<file path="src/rtl/pipe_operand_loader.sv">
// Operand feeder for the pipe_ex pipeline: gathers a, b, c, d words from a
// valid/ready stream, launches them as one registered set, and tracks results.
module pipe_operand_loader #(
  parameter int N   = 10,
  parameter int LAT = 3,
  parameter int CW  = 8
) (
  input  logic          clk,
  input  logic          rst_n,
  input  logic          in_valid,
  input  logic [N-1:0]  in_data,
  output logic          in_ready,
  input  logic          issue_en,
  input  logic          flush,
  output logic [N-1:0]  a,
  output logic [N-1:0]  b,
  output logic [N-1:0]  c,
  output logic [N-1:0]  d,
  output logic          op_valid,
  output logic          res_valid,
  output logic [1:0]    in_flight,
  output logic [CW-1:0] issue_cnt
);

  typedef enum logic [1:0] {
    S_A = 2'd0,
    S_B = 2'd1,
    S_C = 2'd2,
    S_D = 2'd3
  } state_t;

  state_t         state_r;
  state_t         state_nxt_s;
  logic           accept_s;
  logic           launch_s;
  logic [N-1:0]   sa_r;
  logic [N-1:0]   sb_r;
  logic [N-1:0]   sc_r;
  logic [LAT-1:0] vsr_r;

  function automatic logic [1:0] count_ones(input logic [LAT-1:0] v);
    logic [1:0] n;
    n = 2'd0;
    for (int i = 0; i < LAT; i++) begin
      n = n + {1'b0, v[i]};
    end
    return n;
  endfunction

  // Handshake and next-state: only the d word waits for issue_en; flush overrides all.
  always_comb begin
    state_nxt_s = state_r;
    in_ready    = 1'b0;
    accept_s    = 1'b0;
    launch_s    = 1'b0;
    case (state_r)
      S_A, S_B, S_C: in_ready = !flush;
      S_D:           in_ready = issue_en && !flush;
      default:       in_ready = 1'b0;
    endcase
    accept_s = in_valid && in_ready;
    if (flush) begin
      state_nxt_s = S_A;
    end else if (accept_s) begin
      case (state_r)
        S_A:     state_nxt_s = S_B;
        S_B:     state_nxt_s = S_C;
        S_C:     state_nxt_s = S_D;
        S_D: begin
          state_nxt_s = S_A;
          launch_s    = 1'b1;
        end
        default: state_nxt_s = S_A;
      endcase
    end else begin
      state_nxt_s = state_r;
    end
  end

  // State register.
  always_ff @(posedge clk or negedge rst_n) begin
    if (!rst_n) begin
      state_r <= S_A;
    end else begin
      state_r <= state_nxt_s;
    end
  end

  // Shadow registers hold the first three words until the set is complete.
  always_ff @(posedge clk or negedge rst_n) begin
    if (!rst_n) begin
      sa_r <= '0;
      sb_r <= '0;
      sc_r <= '0;
    end else if (accept_s) begin
      case (state_r)
        S_A:     sa_r <= in_data;
        S_B:     sb_r <= in_data;
        S_C:     sc_r <= in_data;
        default: sa_r <= sa_r;
      endcase
    end
  end

  // Launch registers: a..d move only on a launch so the pipeline sees a stable set.
  always_ff @(posedge clk or negedge rst_n) begin
    if (!rst_n) begin
      a         <= '0;
      b         <= '0;
      c         <= '0;
      d         <= '0;
      op_valid  <= 1'b0;
      issue_cnt <= '0;
    end else begin
      op_valid <= launch_s;
      if (launch_s) begin
        a         <= sa_r;
        b         <= sb_r;
        c         <= sc_r;
        d         <= in_data;
        issue_cnt <= issue_cnt + CW'(1);
      end
    end
  end

  // Latency tracker follows each launch through the pipeline depth.
  always_ff @(posedge clk or negedge rst_n) begin
    if (!rst_n) begin
      vsr_r <= '0;
    end else begin
      vsr_r <= {vsr_r[LAT-2:0], op_valid};
    end
  end

  assign res_valid = vsr_r[LAT-1];
  assign in_flight = count_ones({vsr_r[LAT-2:0], op_valid});

endmodule

</file>
<file path="config.mk">
export PLATFORM = sky130hd
export DESIGN_NAME = pipe_operand_loader
export DESIGN_NICKNAME = d
export VERILOG_FILES = /design/src/rtl/pipe_operand_loader.sv
export SDC_FILE = /design/constraint.sdc
export NUM_CORES = 1
export LEC_CHECK = 0
export CAP_MARGIN = 10
export CORE_MARGIN = 3
export CORE_UTILIZATION = 27
export CTS_CLUSTER_SIZE = 30
export DETAILED_ROUTE_END_ITERATION = 10
export GPL_TIMING_DRIVEN = 0
export SLEW_MARGIN = 0
export SYNTH_ARGS = -nofsm -noshare
export SYNTH_HDL_FRONTEND = slang
export SYNTH_SLANG_ARGS = --single-unit
export TNS_END_PERCENT = 1
</file>
<file path="constraint.sdc">
create_clock -name clk -period 1.74 [get_ports clk]
set_input_delay 0.435 -clock clk [delete_from_list [all_inputs] [get_ports clk]]
set_output_delay 0.435 -clock clk [all_outputs]
set_load 0.02 [all_outputs]
</file>
After elaboration in Yosys (flattened, before gate mapping)
Cells that the tools add are included.
- bits in registers: 84
- bits in latches: 0
- bits in writable memories: 0
- ROM bits: 0
- input bits: 15
- logic and storage cells: 33
- memories kept: 0
- $add $sub $neg: 3
- $mul: 0
- div/mod/pow operators: 0
- order comparisons: 0
- equality and inequality tests: 3
- shift operators: 0
- multiplexer cells: 7
- bitwise operators: 0
- reductions and logical operators: 9
- operator list (cell ; count):
    $add A8 B1 Y8 const B ; 1
    $pmux W2 S4 ; 1
    $reduce_and A2 Y1 ; 3
    $eq A2 B2 Y1 const B ; 2
    $mux W2 ; 2
    $mux W1 ; 3
    $reduce_or A3 Y1 ; 1
    $add A1 B1 Y2 ; 1
    $add A2 B1 Y2 ; 1
    $eq A2 B1 Y1 const B ; 1
    $logic_and A1 B1 Y1 ; 2
    $logic_not A2 Y1 ; 1
    $pmux W1 S2 ; 1
    $reduce_bool A2 Y1 ; 1
    $logic_not A1 Y1 ; 1

Depth between registers and ports, before layout
Gate-level depths: netlist of run 1.
- word-level depth: 6
- mapped depth: 6

Worst setup path before layout of run 1
Ideal clock, no wire load.
- kind: register to output
- from: register state_r[0]
- to: output port in_ready
- data arrival time: 1.251 ns
- required time: 1.305 ns
- setup slack: 0.054 ns
- cell stages (with the launch flop): 5
- buffers on the path: 1
- cells stage by stage: dfrtp_1 ha_1 nand2b_1 buf_2 nor2b_1
- word-level cells in the longest chain between the ends: 3
- elaborated cells on any way between the ends: 6
- ends and longest elaborated chain (what ; RTL line ; text):
    from (decl) ; 32 ; state_t state_r;
    from (signal assigned) ; 85 ; state_r <= state_nxt_s;
    $eq A2 B2 Y1, or another cell as far along ; 56 ; case (state_r)
    $reduce_or A3 Y1 ; 56 ;
    $pmux W1 S2 (*) ; 56 ;
    to (decl) ; 12 ; output logic in_ready,
Mark *: on every way between the ends. The rest lies on a longest branch, timed or not.

Worst setup path after layout of run 1
- from: register op_valid
- to: output port in_flight[0]
- word-level cells in the longest chain between the ends: 2
- ends and longest elaborated chain (what ; RTL line ; text):
    from (decl) ; 19 ; output logic op_valid,
    from (signal assigned) ; 115 ; op_valid <= launch_s;
    $add A1 B1 Y2 ; 45 ; n = n + {1'b0, v[i]};
    $add A2 B1 Y2 ; 45 ;
    to (decl) ; 21 ; output logic [1:0] in_flight,
Every way passes these cells.

==> metrics.yaml, run 1 <==
setup_path:
  cp-end-kind: "output port"
  startpoint: "op_valid"
  slowest_stage: "fa_1"
  critPathMaxFanout: 3
  critPathKind: "flop to output port"
  critPathMaxStageDelay_ns: 0.57
  path_cells: "fa_1 > buf_6"
  arrival_ns: 1.43
  cp-start-kind: "flop"
  crit_required_ns: 1.30
  rr_startpoint: "state_r[0]"
die:
  start_util: 0.283
  die_w_um: 117
  core-area_um2: 11700
  fp.dieArea_um2: 13600
  rows: 39
  fp.dieH_um: 117
  io_pins: 68
cts:
  clk_pin_slew_ns: 0.07
  clock-root-buffer: "clkbuf_16"
  cts_max_level: 3
  hold_buffers: 0
  numCtsBuffers: 9
  cts_sinks: 84
  clock_latency_ns: 0.34
  clk_path_buf_depth: 2
  cts_tree: "done"
sta:
  slew_headroom: 0.745
  fmax_ghz: 0.537
  rsz0062_at_grt: "true"
  period_share: 1.07
  timing.hold.ws_ns: 0.0174
  skew_ns: 0.00990
  hold_viol_final: 0
  tightest_slew_ns: 0.383
  fin_ws_ns: -0.123
  finalCriticalPeriod_ns: 1.86
  setup_viol: 3
  slew_violations: 0
  setup_tns_ns: -0.246
logic_synthesis:
  ys_seq_area_frac: 0.637
  synthArstFlopShare: 1.00
  syn_nets: 307
  synth_seq_cells: 84
  synth_flop_cell: "dfrtp_1"
  netlist_instances: 286
  synth_edf_count: 0
  yosysWarningCount: 0
  synth_area_um2: 3300
  ys_types: 24
  avgSynthCellArea_um2: 11.5
routing:
  wl_um: 7770
  antenna_left: 0
  viasPerCell: 4.41
  firstDrtPassIters: 5
  vias: 2273
  wl_per_cell_um: 15.0
  route.detailed.drc: 0
  drt_iter0_markers: 154
global_route:
  grt_first_pass_wirelength_um: 12300
  overflow: 0
  antenna_found_initial: 0
  grt_use_total: 0.120
  grt_pass1_vias: 2297
  grt_start_max_net_pins: 57
placed_design:
  dpl.hpwl_um: 5340
  place_inst: 497
  io_buffer_count: 67
  gp_congestion: 0.725
final_layout:
  num_antenna_cells: 0
  drive_above_1_share: 0.196
  area_growth_pct: 37.7
  fin_nets: 389
  final_core_util: 0.389
  n_fill_cell: 1139
  instances_no_fill: 516
  final_cell_mix: "nand2_1, dfrtp_1, dlygate4sd2_1, mux2_2, dlymetal6s2s_1"
  final_common_cell: "nand2_1"
run_status:
  violations: "setup timing"
  status: "finished with violations"
hold_path:
  min_path_type: "input pin to asynchronous set/reset pin"
power_and_ir_drop:
  leakage_nw: 2.65
  ir_drop_uv: 357
  powerDensity_nw_per_um2: 1170
flow_run:
  max-cap-violations: 0
cell type report:
cell class	count	area (um2)	share of cell area
Clock buffer	10	239	0.0526
Clock inverter	6	93.8	0.0207
Sequential cell	84	2100	0.463
Inverter	3	15.0	0.00331
Timing Repair Buffer	71	711	0.156
Buffer	10	62.6	0.0138
Multi-Input combinational cell	189	1140	0.251
Tap cell	143	179	0.0394
final timing paths:
| check | slack, ns | to | cells past startpoint |
|---|---|---|---|
| worst max-delay path | -0.12 | in_flight[0] | 2 |
| worst min-delay path | 0.02 | b[8] | 1 |
| worst max register to register | 0.13 | sa_r[1] | 6 |
| worst min register to register | 0.40 | vsr_r[2] | 0 |
| max in group asynchronous | 1.12 | d[2] | 2 |
| min in group clk | 0.40 | vsr_r[2] | 0 |
per-stage QoR:
stage                     total power, mW  instance area, um2  setup WS, ns
after floorplan                      2.89                3300        0.0536
final                                5.32                4540        -0.123
after global placement               3.26                4150         -2.73
after global routing                 5.56                4540        -0.167
after CTS                            5.39                4480        -0.133
after detailed placement             3.30                4170        -0.708
power breakdown:
| group | switching (mW) | internal [mW] |
|---|---|---|
| registers | 0.168 | 2.28 |
| logic | 0.377 | 0.385 |
| clock network | 0.804 | 1.31 |
| total | 1.35 | 3.97 |
kinds of logic after synthesis:
logic type               Yosys count  share of synthesized area
AND/OR/NAND/NOR                  142                      0.188
flip-flops                        84                      0.637
multiplexers                      30                      0.102
buffers and inverters             13                     0.0205
XOR/XNOR                           7                     0.0186
adder cells (fa/ha/maj)            6                     0.0250
AO/OA/AOI/OAI                      4                    0.00797
worst max-delay path: cells and delay by family, from the launching register on:
family / cells / cell delay, ns
adder cells (fa/ha/maj): 1 / 0.57
buffers and inverters: 1 / 0.12
flip-flops: 1 / 0.41
routing by layer:
metal | up-vias | global-route usage | part of all wire
met4 | 0 | 0.0413 | 0.011
met2 | 51 | 0.191 | 0.48
li1 | 1087 | - | -
met1 | 1126 | 0.161 | 0.46
met5 | - | 0 | 0
met3 | 9 | 0.0301 | 0.048
timing repair:
action,CTS,global route
pin swaps,1,1
gates resized for setup,51,18
endpoints found under the setup margin,36,33
buffers inserted,2,1
sequential cells by signal (all words and copies together), names as in the netlist:
name and cells:
issue_cnt 8, c 10, d 10, sc_r 10
sb_r 10, b 10, op_valid 1, state_r 2
a 10, sa_r 10, vsr_r 3
cell usage after synthesis, types with 2 or more instances:
cell type | count | area [um2]
dfrtp_1 | 84 | 2100
ha_1 | 5 | 62.6
buf_2 | 9 | 45.0
xor2_1 | 4 | 35.0
a21oi_1 | 2 | 10.0
nor2_1 | 2 | 7.51
nand3_4 | 3 | 52.6
nand3_1 | 3 | 15.0
xnor2_1 | 3 | 26.3
mux2_2 | 30 | 338
inv_1 | 2 | 7.51
nand2_1 | 126 | 473
nor3_1 | 2 | 10.0
(Power assumes the default switching activity.)
==> run 2, diff against run 1 <==
--- a/config.mk
+++ b/config.mk
@@ -5,12 +5,14 @@
 export SDC_FILE = /design/constraint.sdc
 export NUM_CORES = 1
 export LEC_CHECK = 0
+export ABC_AREA = 0
 export CAP_MARGIN = 10
 export CORE_MARGIN = 3
 export CORE_UTILIZATION = 27
 export CTS_CLUSTER_SIZE = 30
 export DETAILED_ROUTE_END_ITERATION = 10
 export GPL_TIMING_DRIVEN = 0
+export PLACE_DENSITY = 0.57
 export SLEW_MARGIN = 0
 export SYNTH_ARGS = -nofsm -noshare
 export SYNTH_HDL_FRONTEND = slang
==> metrics.yaml, run 2 (synthesized netlist as in run 1, its figures left out) <==
setup_path:
  crit_buf_inv: 1
  arrival_ns: 1.40
  critPathMaxFanout: 3
  startpoint: "op_valid"
  cp-start-kind: "flop"
  cp-end-kind: "output port"
  r2r_slack_ns: 0.17
  r2r-end: "sc_r[2]"
  path_delay_family: "adder cells"
  cp.depth: 2
  rr_startpoint: "state_r[0]"
  slowest_stage: "fa_1"
  critPathKind: "flop to output port"
  endpoint: "in_flight[0]"
  path_cells: "fa_1 > buf_6"
  critPathMaxStageDelay_ns: 0.56
  reg2reg_depth: 6
  crit_required_ns: 1.30
final_layout:
  final_core_util: 0.391
  area_growth_pct: 38.3
  num_antenna_cells: 0
  final_cell_mix: "nand2_1, dfrtp_1, dlygate4sd2_1, mux2_2, dlymetal6s2s_1"
  final_common_cell: "nand2_1"
  drive_above_1_share: 0.198
  fin_nets: 389
cts:
  clock_latency_ns: 0.33
  cts_max_level: 3
  cts_tree: "done"
  clk_path_buf_depth: 2
  cts_sinks: 84
  clock-root-buffer: "clkbuf_16"
  hold_buffers: 0
  numCtsBuffers: 9
  clk_pin_slew_ns: 0.06
global_route:
  overflow: 0
  grt_first_pass_wirelength_um: 12700
  antenna_found_initial: 0
  grt_use_total: 0.125
  grt_start_max_net_pins: 62
  grt_pass1_vias: 2320
power_and_ir_drop:
  seqPwrFrac: 0.456
  ir_drop_uv: 483
  p_sw_mw: 1.31
  powerDensity_nw_per_um2: 1180
  power_frac_comb: 0.141
  leakage_nw: 2.67
  swShare: 0.243
  internal-power_mw: 4.06
  p_clk_frac: 0.403
  total_power_mw: 5.36
sta:
  fin_ws_ns: -0.100
  tightest_slew_ns: 0.335
  rsz0062_at_grt: "true"
  skew_ns: 0.00636
  fmax_ghz: 0.543
  slew_headroom: 0.777
  setup_viol: 3
  slew_violations: 0
  hold_viol_final: 0
  finalCriticalPeriod_ns: 1.84
  period_share: 1.06
routing:
  wl_um: 7880
  antenna_left: 0
  route.detailed.drc: 0
  vias: 2228
  wl_per_cell_um: 15.3
  drt_iter0_markers: 77
  viasPerCell: 4.32
  firstDrtPassIters: 6
die:
  core-area_um2: 11700
  die_w_um: 117
  rows: 39
  fp.dieArea_um2: 13600
  start_util: 0.283
  fp.dieH_um: 117
  io_pins: 68
hold_path:
  min_path_type: "input pin to asynchronous set/reset pin"
placed_design:
  dpl.hpwl_um: 5380
  io_buffer_count: 67
  gp_congestion: 0.740
run_status:
  violations: "setup timing"
  status: "finished with violations"
flow_run:
  max-cap-violations: 0
run 2: through the flow:
| stage | setup slack, ns | TNS [ns] | instance area (um2) | std cells | hold slack [ns] |
|---|---|---|---|---|---|
| after detailed placement | -0.700 | -20.79 | 4170 | 497 | 0.365 |
| after global placement | -2.87 | -259.82 | 4150 | 496 | 0.392 |
| after floorplan | 0.0536 | 0 | 3300 | 286 | 0.139 |
| final | -0.100 | -0.150 | 4560 | 516 | 0.00219 |
| after global routing | -0.144 | -0.288 | 4560 | 516 | 0.0133 |
| after CTS | -0.121 | -0.203 | 4510 | 516 | 0.00593 |
run 2: final cells by class:
class	instances	area, um2
clock buffer	9	225
buffer	10	62.6
clock inverter	7	115
tap	143	179
fill	1154	7100
inverter	3	15.0
multi-input combinational	189	1150
timing repair buffer	71	713
sequential	84	2100
run 2: power groups by stage:
stage / registers [mW] / logic (mW) / clock network, mW
after detailed placement: 2.49 / 0.814 / 0
after global placement: 2.48 / 0.787 / 0
after global routing: 2.49 / 0.835 / 2.31
after CTS: 2.45 / 0.782 / 2.22
final: 2.45 / 0.757 / 2.16
after floorplan: 2.57 / 0.323 / 0
run 2: timing repair:
action | 4_1_cts | 5_1_grt
pin swaps | 2 | 1
cloned | 0 | 0
endpoints found under the setup margin | 35 | 59
buffers inserted | 3 | 0
resized for setup | 52 | 20
run 2: worst min-delay path by stage:
stage | slack [ns] | from | end | depth (start not counted)
CTS | 0.006 | rst_n | b[3] | 1
global route | 0.01 | rst_n | b[3] | 1
floorplan | 0.14 | rst_n | a[0] | 0
finish | 0.002 | rst_n | b[7] | 1
global placement | 0.39 | vsr_r[0] | vsr_r[1] | 0
detailed placement | 0.36 | rst_n | b[7] | 1
run 2: routing by layer:
layer | up-vias | global-route usage | wire length (um)
li1 | 1083 | - | -
met1 | 1088 | 0.166 | 3560
met2 | 51 | 0.197 | 3820
met3 | 6 | 0.0373 | 436
met4 | 0 | 0.0367 | 69
met5 | - | 0 | 0
==> run 3, diff against run 2 <==
--- a/config.mk
+++ b/config.mk
@@ -13,6 +13,7 @@
 export DETAILED_ROUTE_END_ITERATION = 10
 export GPL_TIMING_DRIVEN = 0
 export PLACE_DENSITY = 0.57
+export SKIP_CTS_REPAIR_TIMING = 1
 export SLEW_MARGIN = 0
 export SYNTH_ARGS = -nofsm -noshare
 export SYNTH_HDL_FRONTEND = slang
==> metrics.yaml, run 3 (synthesized netlist as in run 1, its figures left out) <==
run_status:
  status: "finished with violations"
  violations: "setup timing"
setup_path:
  critPathMaxFanout: 3
  reg2reg_depth: 6
  cp-end-kind: "output port"
  arrival_ns: 1.40
  critPathKind: "flop to output port"
  cp-start-kind: "flop"
  crit_required_ns: 1.30
sta:
  slew_headroom: 0.777
  fin_ws_ns: -0.0953
  slew_violations: 0
  fmax_ghz: 0.545
  rsz0062_at_grt: "true"
  setup_tns_ns: -0.180
  tightest_slew_ns: 0.334
  hold_viol_final: 0
  setup_viol: 3
  period_share: 1.05
  finalCriticalPeriod_ns: 1.84
  skew_ns: 0.00546
routing:
  viasPerCell: 4.31
  dr.max_layer_used: "met4"
  met3_length_um: 414
  wl_um: 7940
  met1_length_um: 3630
  drt_iter0_markers: 72
  firstDrtPassIters: 4
  antenna_left: 0
  dr_wl_met2_um: 3810
  wl_per_cell_um: 15.4
  vias: 2224
  route.detailed.drc: 0
global_route:
  overflow: 0
  grt_pass1_vias: 2284
  antenna_found_initial: 0
  grt_first_pass_wirelength_um: 12600
  grt_start_max_net_pins: 62
  grt_use_total: 0.124
flow_run:
  max-cap-violations: 0
final_layout:
  final_core_util: 0.402
  final_common_cell: "nand2_1"
  final_cell_mix: "nand2_1, dfrtp_1, dlymetal6s2s_1, mux2_2, clkdlybuf4s50_1"
  n_fill_cell: 1137
  num_antenna_cells: 0
  final_area_um2: 4680
  drive_above_1_share: 0.198
  area_growth_pct: 42.0
  fin_nets: 389
placed_design:
  io_buffer_count: 67
  gp_congestion: 0.740
  dpl.hpwl_um: 5380
  place_area_um2: 4170
cts:
  cts_tree: "done"
  numCtsBuffers: 9
  clock-root-buffer: "clkbuf_16"
  clk_pin_slew_ns: 0.06
  cts_sinks: 84
  clk_path_buf_depth: 2
  clock_latency_ns: 0.33
  cts_max_level: 3
power_and_ir_drop:
  ir_drop_uv: 481
  total_power_mw: 5.38
  leakage_nw: 3.11
  powerDensity_nw_per_um2: 1150
die:
  start_util: 0.283
  fp.dieArea_um2: 13600
  die_w_um: 117
  rows: 39
  io_pins: 68
  fp.dieH_um: 117
  core-area_um2: 11700
hold_path:
  min_path_type: "input pin to asynchronous set/reset pin"
==> run 3: cell count changes in the layout (fill, tap and decap cells not counted) <==
cell and delta:
dlygate4sd2_1 -33, dlymetal6s2s_1 +33, buf_4 +1, buf_6 -1
==> run 3: per-layer routing <==
metal / track usage / up-vias
met5: 0 / -
met3: 0.0394 / 8
met4: 0.0367 / 0
li1: - / 1084
met2: 0.194 / 46
met1: 0.165 / 1086
==> run 3: worst max-delay path, cell delays in order (launching register included) <==
cell and delay [ns]:
dfrtp_1 0.40, fa_1 0.54, buf_4 0.13
==> run 3: final cells by class <==
cell class	count	area (um2)	area share
sequential	84	2100	0.449
multi-input combinational	189	1150	0.246
timing repair buffer	71	833	0.178
clock buffer	9	225	0.0481
tap	143	179	0.0382
clock inverter	7	115	0.0246
buffer	10	62.6	0.0134
inverter	3	15.0	0.00321
==> run 3: worst paths after layout <==
path / from / slack, ns / endpoint
min in group clk: vsr_r[1] / 0.40 / vsr_r[2]
max reg2reg: state_r[0] / 0.13 / sc_r[2]
max in group asynchronous: rst_n / 1.13 / issue_cnt[7]
min: rst_n / 0.003 / b[7]
max: op_valid / -0.1 / in_flight[0]
min reg2reg: vsr_r[1] / 0.40 / vsr_r[2]
==> run 3: power breakdown <==
part / internal (mW) / total, mW / switching [mW]
Combinational: 0.416 / 0.788 / 0.372
Clock: 1.40 / 2.15 / 0.754
Sequential: 2.28 / 2.45 / 0.168
==> run 3: metrics by stage <==
step	hold slack, ns	worst slack (ns)	instances
2_1_floorplan	0.139	0.0536	286
6_report	0.00333	-0.0953	516
3_3_place_gp	0.392	-2.87	496
4_1_cts	0.00593	-0.772	513
3_5_place_dp	0.365	-0.700	497
5_1_grt	0.0133	-0.143	516
